<file path="src/rtl/avg_window_if.sv">
// Sample-in / mean-out bundle for avg_window. The producer side drives samples
// and control; the averager side returns the per-channel means.
interface avg_window_if #(
  parameter int unsigned DATA_W   = 16,
  parameter int unsigned N_CH     = 1,
  parameter int unsigned LOG2_LEN = 4
);
  logic                     mode;
  logic                     clear;
  logic                     in_valid;
  logic [N_CH*DATA_W-1:0]   in_data;
  logic [N_CH*DATA_W-1:0]   avg_data;
  logic                     avg_valid;
  logic [LOG2_LEN:0]        fill_cnt;

  modport master (
    output mode, clear, in_valid, in_data,
    input  avg_data, avg_valid, fill_cnt
  );

  modport slave (
    input  mode, clear, in_valid, in_data,
    output avg_data, avg_valid, fill_cnt
  );
endinterface

</file>
<file path="src/rtl/avg_window.sv">
// Multi-channel power-of-two window averager, block (decimating) or running
// (boxcar) mode. One-cycle avg_valid strobe per result; avg_data holds between.
module avg_window #(
  parameter int unsigned DATA_W   = 16,
  parameter int unsigned N_CH     = 1,
  parameter int unsigned LOG2_LEN = 4
) (
  input  logic          clk,
  input  logic          rstn,
  avg_window_if.slave   bus
);

  localparam int unsigned LEN    = 2 ** LOG2_LEN;
  localparam int unsigned ACC_W  = DATA_W + LOG2_LEN;
  localparam int unsigned FILL_W = LOG2_LEN + 1;
  localparam int unsigned PTR_W  = LOG2_LEN;

  logic                   init_q;
  logic                   mode_q;
  logic [FILL_W-1:0]      fill_q, fill_d;
  logic [PTR_W-1:0]       ptr_q, ptr_d;
  logic                   valid_q, strobe;
  logic [N_CH*DATA_W-1:0] avg_q, avg_d;
  logic [ACC_W-1:0]       acc_q [N_CH];
  logic [ACC_W-1:0]       acc_d [N_CH];
  logic [ACC_W-1:0]       samp  [N_CH];
  logic [ACC_W-1:0]       oldest[N_CH];
  logic [ACC_W-1:0]       sum   [N_CH];
  logic [DATA_W-1:0]      win_q [N_CH][LEN];

  logic mode_eff, flush, accept, full, wr_en;

  // Flush decision and next-state for accumulators, fill, pointer and result
  always_comb begin
    // Before the first post-reset edge mode_q is not meaningful; take mode as-is.
    mode_eff = init_q ? mode_q : bus.mode;
    flush    = bus.clear | (bus.mode != mode_eff);
    accept   = bus.in_valid & ~flush;
    full     = (fill_q == FILL_W'(LEN));
    fill_d   = fill_q;
    ptr_d    = ptr_q;
    avg_d    = avg_q;
    strobe   = 1'b0;
    wr_en    = 1'b0;
    for (int k = 0; k < N_CH; k++) begin
      samp[k]   = ACC_W'(bus.in_data[k*DATA_W +: DATA_W]);
      oldest[k] = full ? ACC_W'(win_q[k][ptr_q]) : '0;
      sum[k]    = '0;
      acc_d[k]  = acc_q[k];
    end

    if (flush) begin
      fill_d = '0;
      ptr_d  = '0;
      for (int k = 0; k < N_CH; k++) acc_d[k] = '0;
    end else if (accept) begin
      if (!mode_eff) begin
        if (fill_q == FILL_W'(LEN - 1)) begin
          strobe = 1'b1;
          fill_d = '0;
        end else begin
          fill_d = fill_q + FILL_W'(1);
        end
        for (int k = 0; k < N_CH; k++) begin
          sum[k]   = acc_q[k] + samp[k];
          acc_d[k] = strobe ? '0 : sum[k];
          if (strobe) avg_d[k*DATA_W +: DATA_W] = DATA_W'(sum[k] >> LOG2_LEN);
        end
      end else begin
        wr_en  = 1'b1;
        ptr_d  = ptr_q + PTR_W'(1);
        fill_d = full ? fill_q : fill_q + FILL_W'(1);
        strobe = full | (fill_q == FILL_W'(LEN - 1));
        for (int k = 0; k < N_CH; k++) begin
          // Subtract first: acc >= oldest, so the intermediate never overflows.
          sum[k]   = acc_q[k] - oldest[k] + samp[k];
          acc_d[k] = sum[k];
          if (strobe) avg_d[k*DATA_W +: DATA_W] = DATA_W'(sum[k] >> LOG2_LEN);
        end
      end
    end
  end

  // Control and accumulator state
  always_ff @(posedge clk or negedge rstn) begin
    if (!rstn) begin
      init_q  <= 1'b0;
      mode_q  <= 1'b0;
      fill_q  <= '0;
      ptr_q   <= '0;
      valid_q <= 1'b0;
      avg_q   <= '0;
      for (int k = 0; k < N_CH; k++) acc_q[k] <= '0;
    end else begin
      init_q  <= 1'b1;
      mode_q  <= bus.mode;
      fill_q  <= fill_d;
      ptr_q   <= ptr_d;
      valid_q <= strobe;
      avg_q   <= avg_d;
      for (int k = 0; k < N_CH; k++) acc_q[k] <= acc_d[k];
    end
  end

  // Running-mode sample history; never reset, fill gating hides stale entries
  always_ff @(posedge clk) begin
    if (wr_en) begin
      for (int k = 0; k < N_CH; k++) win_q[k][ptr_q] <= bus.in_data[k*DATA_W +: DATA_W];
    end
  end

  // Registered outputs
  always_comb begin
    bus.avg_data  = avg_q;
    bus.avg_valid = valid_q;
    bus.fill_cnt  = fill_q;
  end

endmodule

</file>
<file path="src/flat_wrapper.sv">
// flat-port wrapper written by rule: the top's interface ports become plain ports
module avg_window_flat 
#(
  parameter int unsigned DATA_W   = 16,
  parameter int unsigned N_CH     = 1,
  parameter int unsigned LOG2_LEN = 4
)
  (clk, rstn, bus_mode, bus_clear, bus_in_valid, bus_in_data, bus_avg_data, bus_avg_valid, bus_fill_cnt);
  avg_window_if #(.DATA_W(DATA_W), .N_CH(N_CH), .LOG2_LEN(LOG2_LEN)) bus_i ();
  input  logic clk;
  input  logic rstn;
  input wire logic [$bits(bus_i.mode)-1:0] bus_mode;
  input wire logic [$bits(bus_i.clear)-1:0] bus_clear;
  input wire logic [$bits(bus_i.in_valid)-1:0] bus_in_valid;
  input wire logic [$bits(bus_i.in_data)-1:0] bus_in_data;
  output wire logic [$bits(bus_i.avg_data)-1:0] bus_avg_data;
  output wire logic [$bits(bus_i.avg_valid)-1:0] bus_avg_valid;
  output wire logic [$bits(bus_i.fill_cnt)-1:0] bus_fill_cnt;
  assign bus_i.mode = bus_mode;
  assign bus_i.clear = bus_clear;
  assign bus_i.in_valid = bus_in_valid;
  assign bus_i.in_data = bus_in_data;
  assign bus_avg_data = bus_i.avg_data;
  assign bus_avg_valid = bus_i.avg_valid;
  assign bus_fill_cnt = bus_i.fill_cnt;
  avg_window #(.DATA_W(DATA_W), .N_CH(N_CH), .LOG2_LEN(LOG2_LEN)) u_core (.clk(clk), .rstn(rstn), .bus(bus_i));
endmodule
</file>
<file path="config.mk">
export PLATFORM = sky130hd
export DESIGN_NAME = avg_window_flat
export DESIGN_NICKNAME = d
export VERILOG_FILES = /design/src/rtl/avg_window_if.sv /design/src/rtl/avg_window.sv /design/src/flat_wrapper.sv
export SDC_FILE = /design/constraint.sdc
export NUM_CORES = 1
export LEC_CHECK = 0
export BUFFER_PORTS_ARGS = -buffer_cell sky130_fd_sc_hd__buf_4
export CORE_ASPECT_RATIO = 2
export CORE_MARGIN = 10
export CORE_UTILIZATION = 50
export DETAILED_ROUTE_END_ITERATION = 8
export GPL_ROUTABILITY_DRIVEN = 1
export MAX_ROUTING_LAYER = met4
export PLACE_DENSITY = 0.67
export REMOVE_ABC_BUFFERS = 1
export SETUP_SLACK_MARGIN = 0.05
export SYNTH_ARGS = -nofsm -noshare
export SYNTH_HDL_FRONTEND = slang
export SYNTH_SLANG_ARGS = --single-unit
</file>
<file path="constraint.sdc">
create_clock -name clk -period 4.46 [get_ports clk]
set_input_delay 0.669 -clock clk [delete_from_list [all_inputs] [get_ports clk]]
set_output_delay 0.669 -clock clk [all_outputs]
set_load 0.02 [all_outputs]
</file>
==> reports/results.txt, run 1 <==
Leak Pwr = 0.006433 uW
final setup vio count = 2
crit start category = flop
max-slew violation count = 0
row count = 88
crit-path max FO = 8
outcome = complete, but fails checks
Die Y = 260.7 um
Antenna Cells = 0
GP Congestion = 0.9468
Critical path origin = u_core.ptr_q[0]
I/O pin cnt = 43
Final Util = 61.05%
initial antenna violation count = 0
port bufs = 42
RSZ-0062 raised after global routing = true
CP Capture Point = u_core.acc_q[19]
die width = 140.3 um
final period utilization = 100.7%
FF-to-FF path depth = 17
ys async rst share = 15.79%
Yosys reg bits = 304
Max Cap Violations = 0
Syn Inst Count = 970
post-DR vias/cell = 6.024
DP HPWL = 25540 um
EDFF count, synth = 256
post-route DRC violation count = 0
clk buf depth = 3
CP Capture Type = flop
first-pass iteration count of the detailed router = 5
CTS tree = done
Initial Util = 50.40%
clock slew at reported path FFs = 0.07 ns
Total Power = 7059 uW
clock latency on the worst-skew pair = 0.57 ns
VDD IR-drop max = 270.3 uV
syn avg cell area = 14.93 um2
Worst Path Required = 4.91 ns
Crit Path Category = reg -> reg
synth unique cells = 74
final setup margin = -0.03148 ns
total CTS buffers = 27
Reg2Reg Capture Point = u_core.acc_q[19]
Netlist Area Pre-Place = 14480 um2
gr usage total = 21.05%
min Tclk post-route = 4.491 ns
Seq/Total Area, Yosys = 61.37%
Hold Path Class = in -> async
ranking of synthesized cells by area = edfxtp_1, mux4_2, dfrtp_1
CTS Root Cell = clkbuf_16
Final #Nets = 1189
post-synth top area cell = edfxtp_1
full die area = 36590 um2
Crit path arrival time = 4.94 ns
most frequent cells in the layout = edfxtp_1, buf_4, mux4_2
pre-CTS setup slack = -0.09719 ns
most common cell after layout, fill and taps aside = edfxtp_1
Final Non-Filler Cells = 1487
Max-slew headroom = 19.34%
Placed Cells = 1414
Fillers = 2124
share of cells above drive strength 1 = 32.39%
Synth Warn # = 0
Setup Skew = 0.01483 ns
reg2reg start = u_core.ptr_q[0]
H-Tree Depth = 1
core area = 28740 um2
drt wl/cell = 25.29 um
GRT overflow = 0
global-route wire length before repair = 56890 um
Slew @ Worst Pin = 1.195 ns
PwrDens = 402.3 nW/um2
Layout area overhead = 21.15%
number of global-route vias before repair = 9508
initial DRC count = 736
failing checks = setup timing
area fraction of the dominant cell type after synthesis = 53.08%
Final ANT Viol Nets = 0
reg2reg setup slack = -0.03 ns
DR vias = 8958
largest net degree at the start of global routing = 49
Top FF cell, synth = edfxtp_1
clock sink count = 304
Routed Wire Length = 37600 um
achievable frequency = 222.6 MHz
Hold Fails Final Rpt = 0
cells in the mapped netlist, types with 4 or more instances:
| library cell | n |
|---|---|
| buf_1 | 6 |
| mux4_2 | 80 |
| nand2_1 | 49 |
| o31ai_1 | 4 |
| nor2b_1 | 19 |
| fa_1 | 17 |
| a21o_1 | 20 |
| mux2i_1 | 7 |
| nand3_1 | 11 |
| a211oi_1 | 8 |
| and3_1 | 6 |
| nand2b_1 | 6 |
| dfrtp_1 | 48 |
| nand4_1 | 6 |
| a31oi_1 | 12 |
| o21bai_1 | 4 |
| clkbuf_1 | 26 |
| inv_1 | 79 |
| o21ai_0 | 51 |
| xnor2_1 | 19 |
| nor2_1 | 45 |
| a21oi_1 | 53 |
| buf_2 | 7 |
| o21a_1 | 4 |
| ha_1 | 44 |
| edfxtp_1 | 256 |
| nor3_1 | 14 |
| xor2_1 | 8 |
report_power, final:
group | switching, uW | internal [uW]
sequential | 34.5 | 3120
combinational | 737 | 640
clock | 1050 | 1480
metal layers:
metal | global-route usage, % | vias up | part of all wire, %
met5 | - | - | 0
met4 | 11.98 | 0 | 6.2
met3 | 2.184 | 113 | 3.7
met2 | 38.50 | 272 | 56
met1 | 21.21 | 4594 | 34
li1 | - | 3979 | -
metrics by stage:
step	hold WS [ns]	setup TNS, ns	instance area (um2)
after floorplan	0.3734	-66.46	14320
after global placement	0.4633	-0.4604	15850
after detailed placement	0.4723	-0.7928	15850
after CTS	0.1551	0	17360
after global routing	0.1870	-1.158	17550
final	0.1343	-0.03705	17550
final cells by class:
type	count	area (um2)	area share [%]
Sequential cell	304	8894	50.69
Inverter	81	304.0	1.733
Tap cell	360	450.4	2.567
Multi-Input combinational cell	545	5554	31.66
Clock inverter	17	251.5	1.433
Clock buffer	32	704.4	4.015
Timing Repair Buffer	148	1388	7.908
timing repair:
action                     4_1_cts  5_1_grt
pin swaps                       25       22
resized for setup               59       38
hold buffers                     0        0
setup endpoints to repair       19       23
cloned                           4        0
buffers inserted                18        3
logic make-up (layout without fill, tap and decap cells):
family	after synthesis	in the layout	synth area share, %
DFF	304	304	61.37
other	1	1	0.02589
muxes	88	88	13.00
xor gates and xnor gates	27	27	1.633
and+or+nand+nor	179	179	6.238
buffers and inverters	121	278	3.222
AOI/OAI and AO/OA	189	189	8.354
adders and majority gates	61	61	6.151
worst min path at each step:
stage | end | slack (ns) | depth (start not counted)
2_1_floorplan | u_core.acc_q[0] | 0.37 | 0
3_3_place_gp | u_core.bus.avg_data[4] | 0.46 | 2
5_1_grt | u_core.bus.fill_cnt[4] | 0.19 | 1
6_report | u_core.bus.avg_data[15] | 0.13 | 1
4_1_cts | u_core.acc_q[18] | 0.16 | 1
3_5_place_dp | u_core.bus.avg_data[4] | 0.47 | 2
flip-flops by register name, indices dropped and copies added (netlist names):
register,flops
u_core.bus.fill_cnt,5
u_core.bus.avg_data,16
u_core.win_q,256
u_core.bus.avg_valid,1
u_core.ptr_q,4
u_core.init_q,1
u_core.acc_q,20
u_core.mode_q,1
critical path: stages, from the launching register on:
cell,delay (ns)
dfrtp_4,0.52
buf_12,0.16
buf_4,0.13
mux4_2,0.42
mux4_2,0.51
nor2b_1,0.17
fa_1,0.52
inv_1,0.06
ha_1,0.32
nand4_1,0.12
buf_4,0.13
nor4_4,0.04
nor4b_4,0.39
o211a_1,0.25
nor3_2,0.06
nand4b_1,0.23
xnor2_1,0.17
a22o_1,0.18
Note: power is estimated with default switching activity, not from simulation.
==> run 2: changes to the inputs <==
--- a/config.mk
+++ b/config.mk
@@ -8,13 +8,15 @@
 export BUFFER_PORTS_ARGS = -buffer_cell sky130_fd_sc_hd__buf_4
 export CORE_ASPECT_RATIO = 2
 export CORE_MARGIN = 10
-export CORE_UTILIZATION = 50
+export CORE_UTILIZATION = 30
 export DETAILED_ROUTE_END_ITERATION = 8
 export GPL_ROUTABILITY_DRIVEN = 1
 export MAX_ROUTING_LAYER = met4
-export PLACE_DENSITY = 0.67
+export PLACE_DENSITY = 0.44
 export REMOVE_ABC_BUFFERS = 1
 export SETUP_SLACK_MARGIN = 0.05
+export SLEW_MARGIN = 20
 export SYNTH_ARGS = -nofsm -noshare
 export SYNTH_HDL_FRONTEND = slang
 export SYNTH_SLANG_ARGS = --single-unit
+export TNS_END_PERCENT = 1
==> run 2 against run 1 <==
Effect of this change:
- the flow still finishes with violations (setup timing)
- die area up 59%
- highest routed layer unchanged
- final cell count up 18%
- sequential power about the same
- final area up 1.3%
- via count down 2.6%
- register-to-register slack worse by 0.06 ns
- largest cell class unchanged
- clock skew up 0.0045 ns
- worst hold slack better by 0.018 ns
- critical path depth up 1
==> reports/results.txt, run 2 (synthesized netlist as in run 1, its figures left out) <==
outcome = complete, but fails checks
failing checks = setup timing
CP peak stage delay = 0.52 ns (about the same)
Setup Skew = 0.01933 ns (+0.004503 ns)
gr usage total = 15.58% (-5.5 points)
clock slew at reported path FFs = 0.07 ns (about the same)
CTS tree = done
most frequent cells in the layout = edfxtp_1, buf_4, mux4_2
cts-stage hold buffer count = 0 (unchanged)
Fillers = 4523 (+110%)
pre-CTS setup slack = -0.2002 ns (-0.1030 ns)
initial antenna violation count = 0 (unchanged)
clock power share = 36.6% (+0.8 points)
DR vias = 8725 (-2.6%)
H-Tree Depth = 1 (unchanged)
final setup margin = -0.09594 ns (-0.06447 ns)
RSZ-0062 raised after global routing = true
crit start category = flop
Largest delay share family, worst path = compound AO/OA/AOI/OAI gates
initial DRC count = 530 (-28%)
Leak Pwr = 0.006371 uW (-0.95%)
die width = 175.4 um (+25%)
GP Congestion = 0.9010 (-4.8%)
slowest stage cell, crit path = dfrtp_4
Crit path arrival time = 4.98 ns (+0.04 ns)
max-slew violation count = 0 (unchanged)
Crit Path Category = reg -> reg
Hold Fails Final Rpt = 0 (unchanged)
Largest Register = u_core.win_q
clock latency on the worst-skew pair = 0.57 ns (about the same)
final setup vio count = 3 (+1)
Hold Path Class = in -> async
Combinational Power Share = 19.0% (-0.5 points)
I/O pin cnt = 43 (unchanged)
post-route DRC violation count = 0 (unchanged)
CTS Root Cell = clkbuf_16
crit-path max FO = 5 (-3)
min Tclk post-route = 4.556 ns (+0.06447 ns)
Worst Path Required = 4.88 ns (-0.03 ns)
global-route wire length before repair = 64640 um (+14%)
final period utilization = 102.2% (+1.4 points)
CP Capture Type = flop
most common cell after layout, fill and taps aside = edfxtp_1
max FFs per register = 256 (unchanged)
DP HPWL = 31570 um (+24%)
core area = 47650 um2 (+66%)
Max-slew headroom = 43.33% (+24 points)
first-pass iteration count of the detailed router = 4 (-1)
total internal power = 5210 uW (-0.58%)
clk buf depth = 3 (unchanged)
CP bufs+invs = 4 (unchanged)
Initial Util = 30.40% (-20 points)
Slew @ Worst Pin = 0.8464 ns (-0.3484 ns)
Total Power = 7110 uW (+0.72%)
Final ANT Viol Nets = 0 (unchanged)
number of global-route vias before repair = 9496 (-0.13%)
largest net degree at the start of global routing = 49 (unchanged)
Antenna Cells = 0 (unchanged)
Reg power frac = 44.4% (-0.2 points)
GRT overflow = 0 (unchanged)
P_sw = 1900 uW (+4.5%)
post-DR vias/cell = 4.972 (-17%)
Layout area overhead = 22.67%
achievable frequency = 219.5 MHz (-1.4%)
clock sink count = 304 (unchanged)
Routed Wire Length = 43840 um (+17%)
CP cell instances = buf_12, buf_12, buf_6, mux4_2, mux4_2, nor2b_4, ha_4, inv_2, ha_4, fa_2, a211o_1, a211oi_2, o31ai_2, a31o_2, a31o_4, a21o_1, nand4_1, o311ai_2
total CTS buffers = 29 (+7.4%)
drt wl/cell = 24.98 um (-1.2%)
row count = 113 (+28%)
Final #Nets = 1183 (-0.50%)
Max Cap Violations = 0 (unchanged)
PwrDens = 400.2 nW/um2 (-0.52%)
Net Sw Frac = 26.73% (+0.96 points)
share of cells above drive strength 1 = 30.72% (-1.7 points)
Die Y = 330.7 um (+27%)
port bufs = 42 (unchanged)
full die area = 58000 um2 (+59%)
VDD IR-drop max = 288.8 uV (+6.8%)
## run 2: power groups by stage
stage               Combinational (uW)  Clock [uW]  Sequential [uW]
floorplan                          695           0             3230
global placement                  1220           0             3220
detailed placement                1220           0             3220
CTS                               1280        2680             3160
global route                      1460        2770             3160
finish                            1350        2610             3160
## run 2: metal layers
metal  part of all wire [%]  vias up  GRT usage (%)  wire (um)
met5                      0        -              -          0
met4                    4.2        0          6.475       1850
met3                    2.6       71          1.665       1122
met2                     59      158          30.45      25710
met1                     35     4528          15.10      15160
li1                       -     3968              -          -
## run 2: timing repair
action	in CTS	in global routing
cloned	1	1
setup buffers	4	7
resized for setup	29	49
endpoints found under the setup margin	21	27
pin swaps	5	24
## run 2: worst paths after layout
kind	startpoint	endpoint	slack, ns	cells after the start
worst max-delay path	u_core.ptr_q[0]	u_core.bus.avg_data[14]	-0.1	18
worst min-delay path	rstn	u_core.bus.avg_data[5]	0.15	1
worst max register to register	u_core.ptr_q[0]	u_core.bus.avg_data[14]	-0.1	18
worst min register to register	u_core.bus.avg_data[3]	u_core.bus.avg_data[3]	0.48	2
max in group asynchronous	rstn	u_core.ptr_q[0]	3.75	1
min in group clk	bus_mode	u_core.mode_q	0.26	1
## run 2: worst register-to-register path, delay by kind of cell, from the launching register on
| kind | cells | cell delay, ns |
|---|---|---|
| compound gates | 7 | 1.51 |
| fa+ha+maj | 3 | 0.83 |
| buf+inv | 4 | 0.43 |
| flops | 1 | 0.52 |
| mux | 2 | 0.86 |
| simple gates | 2 | 0.25 |
## run 2: through the flow
| stage | area, um2 | TNS [ns] | instances | utilization [%] | hold slack (ns) |
|---|---|---|---|---|---|
| floorplan | 14320 | -66.46 | 930 | - | 0.3734 |
| global placement | 16330 | -1.097 | 1692 | 34.28 | 0.4676 |
| detailed placement | 16330 | -1.479 | 1692 | 34.28 | 0.4748 |
| CTS | 17500 | -0.4882 | 1750 | 36.72 | 0.1668 |
| global route | 17770 | -2.148 | 1755 | 37.29 | 0.1970 |
| finish | 17770 | -0.1982 | 1755 | 37.29 | 0.1525 |
## run 2: layout make-up
type	instances	area [um2]	share of cell area, %
timing repair buffer	140	1330	7.486
tap	632	790.8	4.451
sequential	304	8895	50.07
clock buffer	32	737.0	4.148
multi-input combinational	545	5464	30.76
inverter	81	304.0	1.711
clock inverter	21	245.2	1.380
